### config.mk
export PLATFORM = sky130hd
export DESIGN_NAME = lc_serial_add_ctrl
export DESIGN_NICKNAME = d
export VERILOG_FILES = /design/src/rtl/lc_ctrl_pkg.sv /design/src/rtl/lc_serial_shreg.sv /design/src/rtl/lc_serial_add_ctrl.sv
export SDC_FILE = /design/constraint.sdc
export NUM_CORES = 1
export LEC_CHECK = 0
export BUFFER_PORTS_ARGS = -buffer_cell sky130_fd_sc_hd__buf_2
export CORE_MARGIN = 2
export CORE_UTILIZATION = 25
export CTS_CLUSTER_DIAMETER = 200
export DETAILED_ROUTE_END_ITERATION = 12
export SKIP_CTS_REPAIR_TIMING = 1
export SLEW_MARGIN = 0
export SYNTH_ARGS = -nofsm -noshare
export SYNTH_HDL_FRONTEND = slang
export SYNTH_SLANG_ARGS = --single-unit
### constraint.sdc
create_clock -name QCK -period 2.5 [get_ports QCK]
set_clock_uncertainty 0.05 [all_clocks]
set_input_delay 0.25 -clock QCK [delete_from_list [all_inputs] [get_ports QCK]]
set_output_delay 0.25 -clock QCK [all_outputs]
set_load 0.005 [all_outputs]
### src/rtl/lc_ctrl_pkg.sv
// rtl/lc_ctrl_pkg.sv - shared types and constants for the serial logic-cell adder controller
package lc_ctrl_pkg;

  typedef enum logic [1:0] {
    ST_IDLE = 2'd0,
    ST_RUN  = 2'd1,
    ST_DONE = 2'd2
  } state_e;

  typedef enum logic {
    OP_ADD = 1'b0,
    OP_SUB = 1'b1
  } op_e;

  // Bit positions on the logic cell LI bus when it is in adder mode
  localparam int LI_A = 0;
  localparam int LI_B = 1;

endpackage

### src/rtl/lc_serial_shreg.sv
// rtl/lc_serial_shreg.sv - WIDTH-bit register with parallel load, right shift and synchronous clear
module lc_serial_shreg #(
  parameter int WIDTH = 16
) (
  input  logic             clk_i,
  input  logic             clr_i,
  input  logic             load_i,
  input  logic [WIDTH-1:0] load_data_i,
  input  logic             shift_en_i,
  input  logic             shift_in_i,
  output logic [WIDTH-1:0] data_o
);

  logic [WIDTH-1:0] data_q;
  logic [WIDTH-1:0] data_d;

  always_comb begin
    data_d = data_q;
    if (load_i) begin
      data_d = load_data_i;
    end else if (shift_en_i) begin
      data_d = {shift_in_i, data_q[WIDTH-1:1]};
    end
  end

  always_ff @(posedge clk_i) begin
    if (clr_i) begin
      data_q <= '0;
    end else begin
      data_q <= data_d;
    end
  end

  assign data_o = data_q;

endmodule

### src/rtl/lc_serial_add_ctrl.sv
// rtl/lc_serial_add_ctrl.sv - bit-serial add/subtract controller driving one external logic cell
module lc_serial_add_ctrl
  import lc_ctrl_pkg::*;
#(
  parameter int WIDTH = 16
) (
  input  logic             QCK,
  input  logic             QRT,
  input  logic             op_valid,
  output logic             op_ready,
  input  logic             op_sub,
  input  logic [WIDTH-1:0] op_a,
  input  logic [WIDTH-1:0] op_b,
  output logic             res_valid,
  input  logic             res_ready,
  output logic [WIDTH-1:0] res_sum,
  output logic             res_cout,
  output logic [3:0]       lc_li,
  output logic             lc_ci,
  output logic             lc_qen,
  input  logic             lc_fz,
  input  logic             lc_co
);

  localparam int IDXW = (WIDTH > 1) ? $clog2(WIDTH) : 1;

  state_e          state_q;
  logic [IDXW-1:0] idx_q;
  logic            carry_q;
  logic            res_cout_q;
  logic            res_valid_q;

  logic             accept;
  logic             run;
  logic [WIDTH-1:0] a_w;
  logic [WIDTH-1:0] b_w;
  logic [WIDTH-1:0] sum_w;
  logic [3:0]       li_w;

  assign accept = (state_q == ST_IDLE) && op_valid;
  assign run    = (state_q == ST_RUN);

  // B is stored pre-inverted for subtract so the cell always adds; carry-in 1 completes two's complement
  lc_serial_shreg #(.WIDTH(WIDTH)) u_opa (
    .clk_i      (QCK),
    .clr_i      (QRT),
    .load_i     (accept),
    .load_data_i(op_a),
    .shift_en_i (1'b0),
    .shift_in_i (1'b0),
    .data_o     (a_w)
  );

  lc_serial_shreg #(.WIDTH(WIDTH)) u_opb (
    .clk_i      (QCK),
    .clr_i      (QRT),
    .load_i     (accept),
    .load_data_i(op_b ^ {WIDTH{op_sub}}),
    .shift_en_i (1'b0),
    .shift_in_i (1'b0),
    .data_o     (b_w)
  );

  // Sum bits enter at the MSB, so after WIDTH shifts bit idx lands at position idx
  lc_serial_shreg #(.WIDTH(WIDTH)) u_sum (
    .clk_i      (QCK),
    .clr_i      (QRT),
    .load_i     (1'b0),
    .load_data_i({WIDTH{1'b0}}),
    .shift_en_i (run),
    .shift_in_i (lc_fz),
    .data_o     (sum_w)
  );

  always_comb begin
    li_w = 4'b0000;
    if (run) begin
      li_w[LI_A] = a_w[idx_q];
      li_w[LI_B] = b_w[idx_q];
    end
  end

  always_ff @(posedge QCK) begin
    if (QRT) begin
      state_q     <= ST_IDLE;
      idx_q       <= '0;
      carry_q     <= 1'b0;
      res_cout_q  <= 1'b0;
      res_valid_q <= 1'b0;
    end else begin
      case (state_q)
        ST_IDLE: begin
          if (op_valid) begin
            state_q <= ST_RUN;
            idx_q   <= '0;
            carry_q <= (op_e'(op_sub) == OP_SUB);
          end
        end
        ST_RUN: begin
          carry_q <= lc_co;
          if (idx_q == IDXW'(WIDTH - 1)) begin
            idx_q       <= '0;
            res_cout_q  <= lc_co;
            res_valid_q <= 1'b1;
            state_q     <= ST_DONE;
          end else begin
            idx_q <= idx_q + 1'b1;
          end
        end
        ST_DONE: begin
          if (res_ready) begin
            res_valid_q <= 1'b0;
            state_q     <= ST_IDLE;
          end
        end
        default: state_q <= ST_IDLE;
      endcase
    end
  end

  assign op_ready  = (state_q == ST_IDLE);
  assign res_valid = res_valid_q;
  assign res_sum   = sum_w;
  assign res_cout  = res_cout_q;
  assign lc_li     = li_w;
  assign lc_ci     = run & carry_q;
  assign lc_qen    = run;

endmodule

# --- Word level (Yosys, flattened, before mapping) ---
# Index checks and enable logic that the tools add are counted.
# Widths: inputs -> output; s select.
totals:
  reg_bits: 57
  latch_bits: 0
  mem_bits_rw: 0
  rom_bits: 0
  output_inout_bits: 25
  wordCells: 43
  memories: 0
op_classes:
  addsub: 1
  multipliers: 0
  div: 0
  magnitude_cmp: 1
  eq_ne: 6
  shifts: 0
  n_mux: 17
  n_bitwise: 2
  n_reduce_logical: 8
op_table:
  columns: ["op", "n"]
  rows:
  - ["$xor 16x16->16", 1]
  - ["$bmux 1 s4", 2]
  - ["$mux 2", 4]
  - ["$mux 4", 2]
  - ["$pmux 4 s2", 1]
  - ["$pmux 2 s3", 1]
  - ["$reduce_and 3->1", 2]
  - ["$lt 4x5->1 const B", 1]
  - ["$mux 1", 5]
  - ["$add 4x1->4 const B", 1]
  - ["$eq 4x4->1 const B", 1]
  - ["$ne 2x2->1 const B", 2]
  - ["$pmux 1 s2", 2]
  - ["$reduce_and 2->1", 2]
  - ["$reduce_bool 2->1", 2]
  - ["$eq 2x1->1 const B", 1]
  - ["$eq 2x2->1 const B", 1]
  - ["$logic_not 2->1", 1]
  - ["$ne 2x1->1 const B", 1]
  - ["$and 1x1->1", 1]
  - ["$logic_and 1x1->1", 1]

# --- Depth between registers and ports, before layout ---
# Gate-level depths: netlist (run 1).
depth:
  word_depth: 3
  ltp_mapped: 5

# --- Hierarchy ---
# From an unflattened synthesis (run 1), not the netlist that was laid out.
hier_totals:
  hier_cells: 325
  hier_area_um2: 3309.4
modules_own_cells:
  columns: ["module", "n_inst", "cells_per_inst", "area_per_inst_um2"]
  rows:
  - ["lc_serial_shreg", 3, 71, 805.8]
  - ["lc_serial_add_ctrl", 1, 112, 892.1]

# --- Worst setup path before layout (run 1) ---
# OpenSTA, ideal clock, no wires.
synth_timing:
  path_type: "register to output"
  startpoint: "register idx_q[0]"
  endpoint: "output lc_li[0]"
  arrival_time_ns: 1.034
  path_slack_ns: 1.166
  path_stages_with_launch: 6
  path_buffers: 1
  path_cell_list: "dfxtp_1 > buf_4 > mux2i_1 > a22oi_1 > nand4b_1 > a21oi_1"
synth_via:
  elab_chain_len: 3
synth_lines:
  columns: ["item", "line", "text"]
  rows:
  - ["from (decl)", "lc_serial_add_ctrl.sv:28", "logic [IDXW-1:0] idx_q;"]
  - ["from (signal assigned)", "lc_serial_add_ctrl.sv:107", "idx_q <= idx_q + 1'b1;"]
  - ["$bmux 1 s4", "lc_serial_add_ctrl.sv:78", "li_w[LI_A] = a_w[idx_q];"]
  - ["$mux 1 (not written as such)", "lc_serial_add_ctrl.sv:78", null]
  - ["$mux 2", "lc_serial_add_ctrl.sv:77", "if (run) begin"]
  - ["to (decl)", "lc_serial_add_ctrl.sv:18", "output logic [3:0] lc_li,"]
# No other way between the ends. The select of a mux whose other input is x is not followed.

# --- Worst setup path after layout (run 1) ---
layout_timing:
  startpoint: "register idx_q[0]"
  endpoint: "output lc_li[1]"
layout_via:
  elab_chain_len: 3
layout_lines:
  columns: ["item", "line", "text"]
  rows:
  - ["$bmux 1 s4", "lc_serial_add_ctrl.sv:79", "li_w[LI_B] = b_w[idx_q];"]
  - ["$mux 1 (not written as such)", "lc_serial_add_ctrl.sv:79", null]
  - ["$mux 2", "lc_serial_add_ctrl.sv:77", null]
# No other way between the ends. The select of a mux whose other input is x is not followed.

==> impl_metrics.csv, run 1 <==
group,metric,value,unit
place,portBuffers,61,
timing,rsz0062_at_grt,"no",
power,comb_power_share,11.4,%
finish,n_fill_cell,1107,
yosys,synthArstFlopShare,0,%
die,die_area,11380,um^2
clock_network,max-clock-path-buffers,2,
route,viasPerCell,4.455,
global_route,antenna_found_initial,0,
power,p_leak,1.239,nW
clock_network,cts_tree,"built",
die,ios,64,
timing,timing.hold.ws,92.22,ps
power,powerDensity,687.1,nW/um^2
timing,tns,0,ps
global_route,grtUsageTotal,11.16,%
route,drt-total-wl,5.947,mm
clock_network,numCtsBuffers,9,
worst_setup_path,crit_type,"reg2out",
global_route,first_global_vias,2125,
finish,finalInstanceArea,3211,um^2
min_path,hp-class,"in2reg",
finish,diodes,0,
power,pwr-share-seq,44.3,%
yosys,synth_cell_type_count,37,
timing,hold_viol,0,
power,pwr-share-clk,44.3,%
die,die_y,106.7,um
global_route,grt_max_degree,51,
route,vias,2214,
die,rows,37,
place,dp.final_hpwl,4.271,mm
clock_network,clkTransAtPathRegs,80,ps
place,routabilityCongestion,0.7368,
yosys,synth-seq-cells,57,
worst_setup_path,arrival,1820,ps
yosys,syn_inst,303,
finish,layout-drive-gt1-share,28.53,%
timing,report.final.slew_viol_count,0,
power,p_sw_share,26.19,%
finish,ff_latch_area,1141,um^2
worst_setup_path,r2r_setup_slack,670,ps
clock_network,cts_root_buf,"clkbuf_8",
global_route,grt_overflow,0,
yosys,ys_dominant_reg_cell,"dfxtp_1",
power,intPower,1.628,mW
clock_network,clk_latency,330,ps
yosys,synth-edff-count,0,
die,die_x,106.7,um
outcome,outcome,"finished, final reports clean",
flow_run,cap_violations,0,
timing,setup_viol,0,
route,wl_per_cell,11.97,um
place,placed_area,2984,um^2
route,drt_iter0_drc,126,
timing,period_share,84.68,%
finish,nNetsFinal,396,
timing,fmax,0.4724,GHz
finish,syn_to_final_growth,21.78,%
yosys,ys_warn_count,0,
power,p_sw,0.5778,mW
finish,multi_input_area,1323,um^2
route,firstDrtPassIters,4,
finish,final_util,31.24,%
worst_setup_path,slowest_delay,400,ps
worst_setup_path,startpoint_type,"flip-flop",
clock_network,htree_levels,3,
global_route,grt_pass1_wl,10.15,mm
die,start_util,25.65,%
yosys,netlist_area,2636,um^2
yosys,avgSynthCellArea,8.701,um^2
route,ant_nets,0,
route,drc_errors,0,
worst_setup_path,critPathMaxFanout,18,
worst_setup_path,crit_slowest_cell,"dfxtp_1",
die,core_area,10280,um^2
timing,layout_min_cycle_time,2117,ps
worst_setup_path,path_cells,"buf_4, mux2i_1, a22oi_1, nand4_1, a21oi_1, buf_2",
worst_setup_path,worstPathRequired,2200,ps
yosys,seq_area_frac_synth,43.28,%
clock_network,clock-sinks,57,
worst_setup_path,endpoint_kind,"primary output",
power,irDropWorstVdd,0.2645,mV
timing,worst_slew_pin_slew,554.2,ps
timing,relSlewSlack,63.05,%
cells in the mapped netlist, drive strengths merged, types with 4 or more instances:
cell     n  area (um^2)
nand2   71        269.0
dfxtp   57         1141
mux2i   17        170.2
xnor2   16        140.1
clkbuf   4        16.26
a22oi    5        37.54
nor2    26        100.1
a211oi  16        200.2
nand3    5        25.02
buf     21        152.7
a21oi   41        205.2
worst paths after layout:
kind / startpoint / end / cells after the start
max: idx_q[0] / lc_li[1] / 6
min reg2reg: u_opa.data_o[15] / u_opa.data_o[15] / 2
min: op_a[8] / u_opa.data_o[8] / 3
max reg2reg: idx_q[0] / res_cout / 6
cell usage in the layout (no fill, tap or decap), types with 2 or more instances in the layout:
cell / n
buf_2: 61
bufinv_16: 2
nor2b_1: 2
nand2_1: 70
nand4_1: 2
nand3_1: 5
a211oi_2: 16
mux2i_1: 17
a22oi_1: 5
conb_1: 2
inv_6: 2
nor2_1: 25
dfxtp_1: 57
clkinv_4: 2
nand4b_1: 2
a311oi_1: 2
buf_4: 5
a21oi_1: 41
clkbuf_8: 9
xnor2_1: 16
cell families (layout without fill, tap and decap cells):
logic type / count (synthesis) / in the layout / synth area share (%)
simple gates: 115 / 115 / 18.99
compound gates: 69 / 69 / 18.65
xor+xnor: 16 / 16 / 5.315
buf+inv: 27 / 84 / 6.692
mux: 17 / 17 / 6.455
other cells: 1 / 2 / 0.1422
flops: 57 / 57 / 43.28
fa+ha+maj: 1 / 1 / 0.4745
worst max-delay path: cells and delay by family (launching register included):
family                 cells  cell delay [ps]
AO/OA/AOI/OAI              2              390
buffers and inverters      2              460
flip-flops                 1              400
multiplexers               1              130
AND/OR/NAND/NOR            1              110
power groups by stage:
stage | Clock (mW) | Sequential (mW) | Combinational [mW]
5_1_grt | 1.05 | 0.983 | 0.284
6_report | 0.977 | 0.977 | 0.252
4_1_cts | 1.01 | 0.977 | 0.255
2_1_floorplan | 0 | 0.988 | 0.202
3_5_place_dp | 0 | 0.998 | 0.253
3_3_place_gp | 0 | 0.999 | 0.246
metrics by stage:
stage	std cells	setup WS, ps	total power [mW]
finish	497	383.0	2.206
CTS	497	334.8	2.237
detailed placement	481	673.1	1.251
floorplan	304	1166	1.191
global route	497	211.8	2.315
global placement	481	746.3	1.245
routing by layer:
metal  wire length (um)  GRT usage, %
met1               2780         14.34
met2               2661         16.88
met3                411         4.195
met4                 93         4.453
met5                  0             0
area by class of cell:
cell class | count | area share [%]
Clock buffer | 9 | 3.858
Sequential cell | 57 | 35.54
Multi-Input combinational cell | 220 | 41.19
Clock inverter | 7 | 3.196
Timing Repair Buffer | 66 | 10.68
Inverter | 2 | 0.2338
Tap cell | 136 | 5.300
registers in the layout, indices dropped and copies added, names as in the netlist:
name          count
u_opa.data_o     16
state_q           2
carry_q           1
res_valid         1
res_cout          1
idx_q             4
u_opb.data_o     16
u_sum.data_o     16
Power figures use the tool's default switching activity.
==> run 2, diff against run 1 <==
--- a/config.mk
+++ b/config.mk
@@ -5,6 +5,7 @@
 export SDC_FILE = /design/constraint.sdc
 export NUM_CORES = 1
 export LEC_CHECK = 0
+export ABC_AREA = 1
 export BUFFER_PORTS_ARGS = -buffer_cell sky130_fd_sc_hd__buf_2
 export CORE_MARGIN = 2
 export CORE_UTILIZATION = 25
==> constraint.sdc (replaced) <==
create_clock -name QCK -period 2 [get_ports QCK]
set_clock_uncertainty 0.05 [all_clocks]
set_input_delay 0.2 -clock QCK [delete_from_list [all_inputs] [get_ports QCK]]
set_output_delay 0.2 -clock QCK [all_outputs]
set_load 0.005 [all_outputs]
==> impl_metrics.csv, run 2 <==
group,metric,value,unit
yosys,synthArstFlopShare,0,%
route,vias,2347,
worst_setup_path,startpoint_type,"flip-flop",
worst_setup_path,r2r_setup_slack,440,ps
yosys,synth-seq-cells,57,
route,drt_iter0_drc,91,
global_route,first_global_vias,2152,
outcome,outcome,"finished, final reports clean",
power,pwr-share-clk,38.0,%
finish,layout_commonest_cell,"buf_2",
place,place_ws,393.5,ps
yosys,seq_area_frac_synth,44.06,%
die,die_y,105.8,um
yosys,synth_top_area_share,44.06,%
route,wl_per_cell,11.42,um
timing,hold_viol,0,
timing,setup_ws,161.1,ps
yosys,synth_top_area_cell,"dfxtp_1",
global_route,antenna_found_initial,0,
finish,finalInstanceArea,3167,um^2
power,comb_power_share,15.3,%
yosys,synthTopCellsByCount,"dfxtp_1, nor2_1, nand2_1",
clock_network,max-clock-path-buffers,2,
place,routabilityCongestion,0.7916,
timing,report.final.slew_viol_count,0,
worst_setup_path,critPathMaxFanout,16,
power,powerDensity,857.7,nW/um^2
power,p_leak,1.447,nW
finish,final_cell_mix,"buf_2, dfxtp_1, nor2_1, nand2_1, o21ai_0",
global_route,grt_overflow,0,
finish,fin_cells,552,
worst_setup_path,endpoint_kind,"primary output",
route,firstDrtPassIters,5,
finish,layout-drive-gt1-share,21.63,%
power,total_power,2.716,mW
clock_network,clkTransAtPathRegs,60,ps
clock_network,clk_latency,330,ps
yosys,synth-edff-count,0,
timing,setup_viol,0,
power,pwr-share-seq,46.7,%
place,portBuffers,61,
worst_setup_path,arrival,1590,ps
yosys,ys_warn_count,0,
power,irDropWorstVdd,0.2788,mV
yosys,synth_cell_type_count,21,
global_route,grtUsageTotal,11.67,%
yosys,avgSynthCellArea,7.214,um^2
die,start_util,25.43,%
timing,layout_min_cycle_time,1839,ps
die,core_area,10180,um^2
yosys,ys_dominant_reg_cell,"dfxtp_1",
yosys,syn_inst,359,
min_path,hp-class,"in2reg",
route,drc_errors,0,
clock_network,cts_root_buf,"clkbuf_8",
finish,nNetsFinal,453,
clock_network,htree_levels,3,
die,rows,37,
timing,timing.hold.ws,55.05,ps
route,viasPerCell,4.252,
finish,syn_to_final_growth,22.27,%
worst_setup_path,worstPathRequired,1750,ps
power,intPower,1.979,mW
flow_run,cap_violations,0,
die,ios,64,
die,die_area,11190,um^2
yosys,yosys-top-cells-area,"dfxtp_1, o21ai_0, nor2_1",
place,placed_area,2979,um^2
power,p_sw,0.7367,mW
finish,final_util,31.09,%
yosys,netlist_area,2590,um^2
place,dp.cells,538,
die,die_x,105.8,um
route,drt-total-wl,6.306,mm
clock_network,clock-sinks,57,
yosys,yosysMostFrequentCell,"dfxtp_1",
timing,period_share,91.94,%
finish,diodes,0,
timing,rsz0062_at_grt,"no",
global_route,grt_max_degree,56,
worst_setup_path,crit_type,"reg2out",
place,dp.final_hpwl,4.408,mm
route,ant_nets,0,
clock_network,numCtsBuffers,9,
power,p_sw_share,27.12,%
timing,fmax,0.5438,GHz
global_route,grt_pass1_wl,10.29,mm
clock_network,cts_tree,"built",
timing,tns,0,ps
## run 2: cell types whose count changed after synthesis, sizes merged, moves of 17 or more
cell   change
o21ai     +48
inv       +37
nor2      +29
nand2     -23
nand3     +23
mux2i     -17
## run 2: cell type report
type | count | area, um^2
Clock buffer | 10 | 137.6
Sequential cell | 57 | 1146
Tap cell | 136 | 170.2
Multi-Input combinational cell | 239 | 1159
Fill cell | 1167 | 7018
Clock inverter | 4 | 45.04
Timing Repair Buffer | 67 | 362.8
Inverter | 39 | 146.4
## run 2: layer usage
layer | track usage, % | share of wire (%)
met4 | 5.545 | 1.6
met2 | 17.60 | 44
met5 | 0 | 0
met3 | 4.020 | 4.9
met1 | 14.86 | 49
## run 2: final timing paths
check | from | endpoint | depth (start not counted)
setup / recovery | idx_q[0] | lc_li[0] | 8
hold / removal | lc_fz | u_sum.data_o[15] | 3
setup reg to reg | state_q[1] | idx_q[0] | 6
hold reg to reg | u_opb.data_o[0] | u_opb.data_o[0] | 2
## run 2: power by group through the flow
stage	Clock [mW]	Combinational [mW]	Sequential [mW]
floorplan	0	0.294	1.29
global placement	0	0.413	1.29
detailed placement	0	0.420	1.29
CTS	1.06	0.422	1.27
global route	1.11	0.480	1.28
finish	1.03	0.416	1.27
## run 2: critical path, stage by stage (launching register included)
cell	delay [ps]
dfxtp_4	400
buf_12	150
nor2_1	50
nor2_1	80
nand2_1	50
nand3_1	70
nand3_1	70
a21oi_1	210
buf_2	160
## run 2: cells by family after synthesis
group           count (synthesis)  synth area share (%)
compound gates                 89                 17.25
xor+xnor                       16                 5.410
fa+ha+maj                       1                0.4830
buf+inv                        64                 11.35
flops                          57                 44.06
other cells                     1                0.1448
simple gates                  131                 21.30
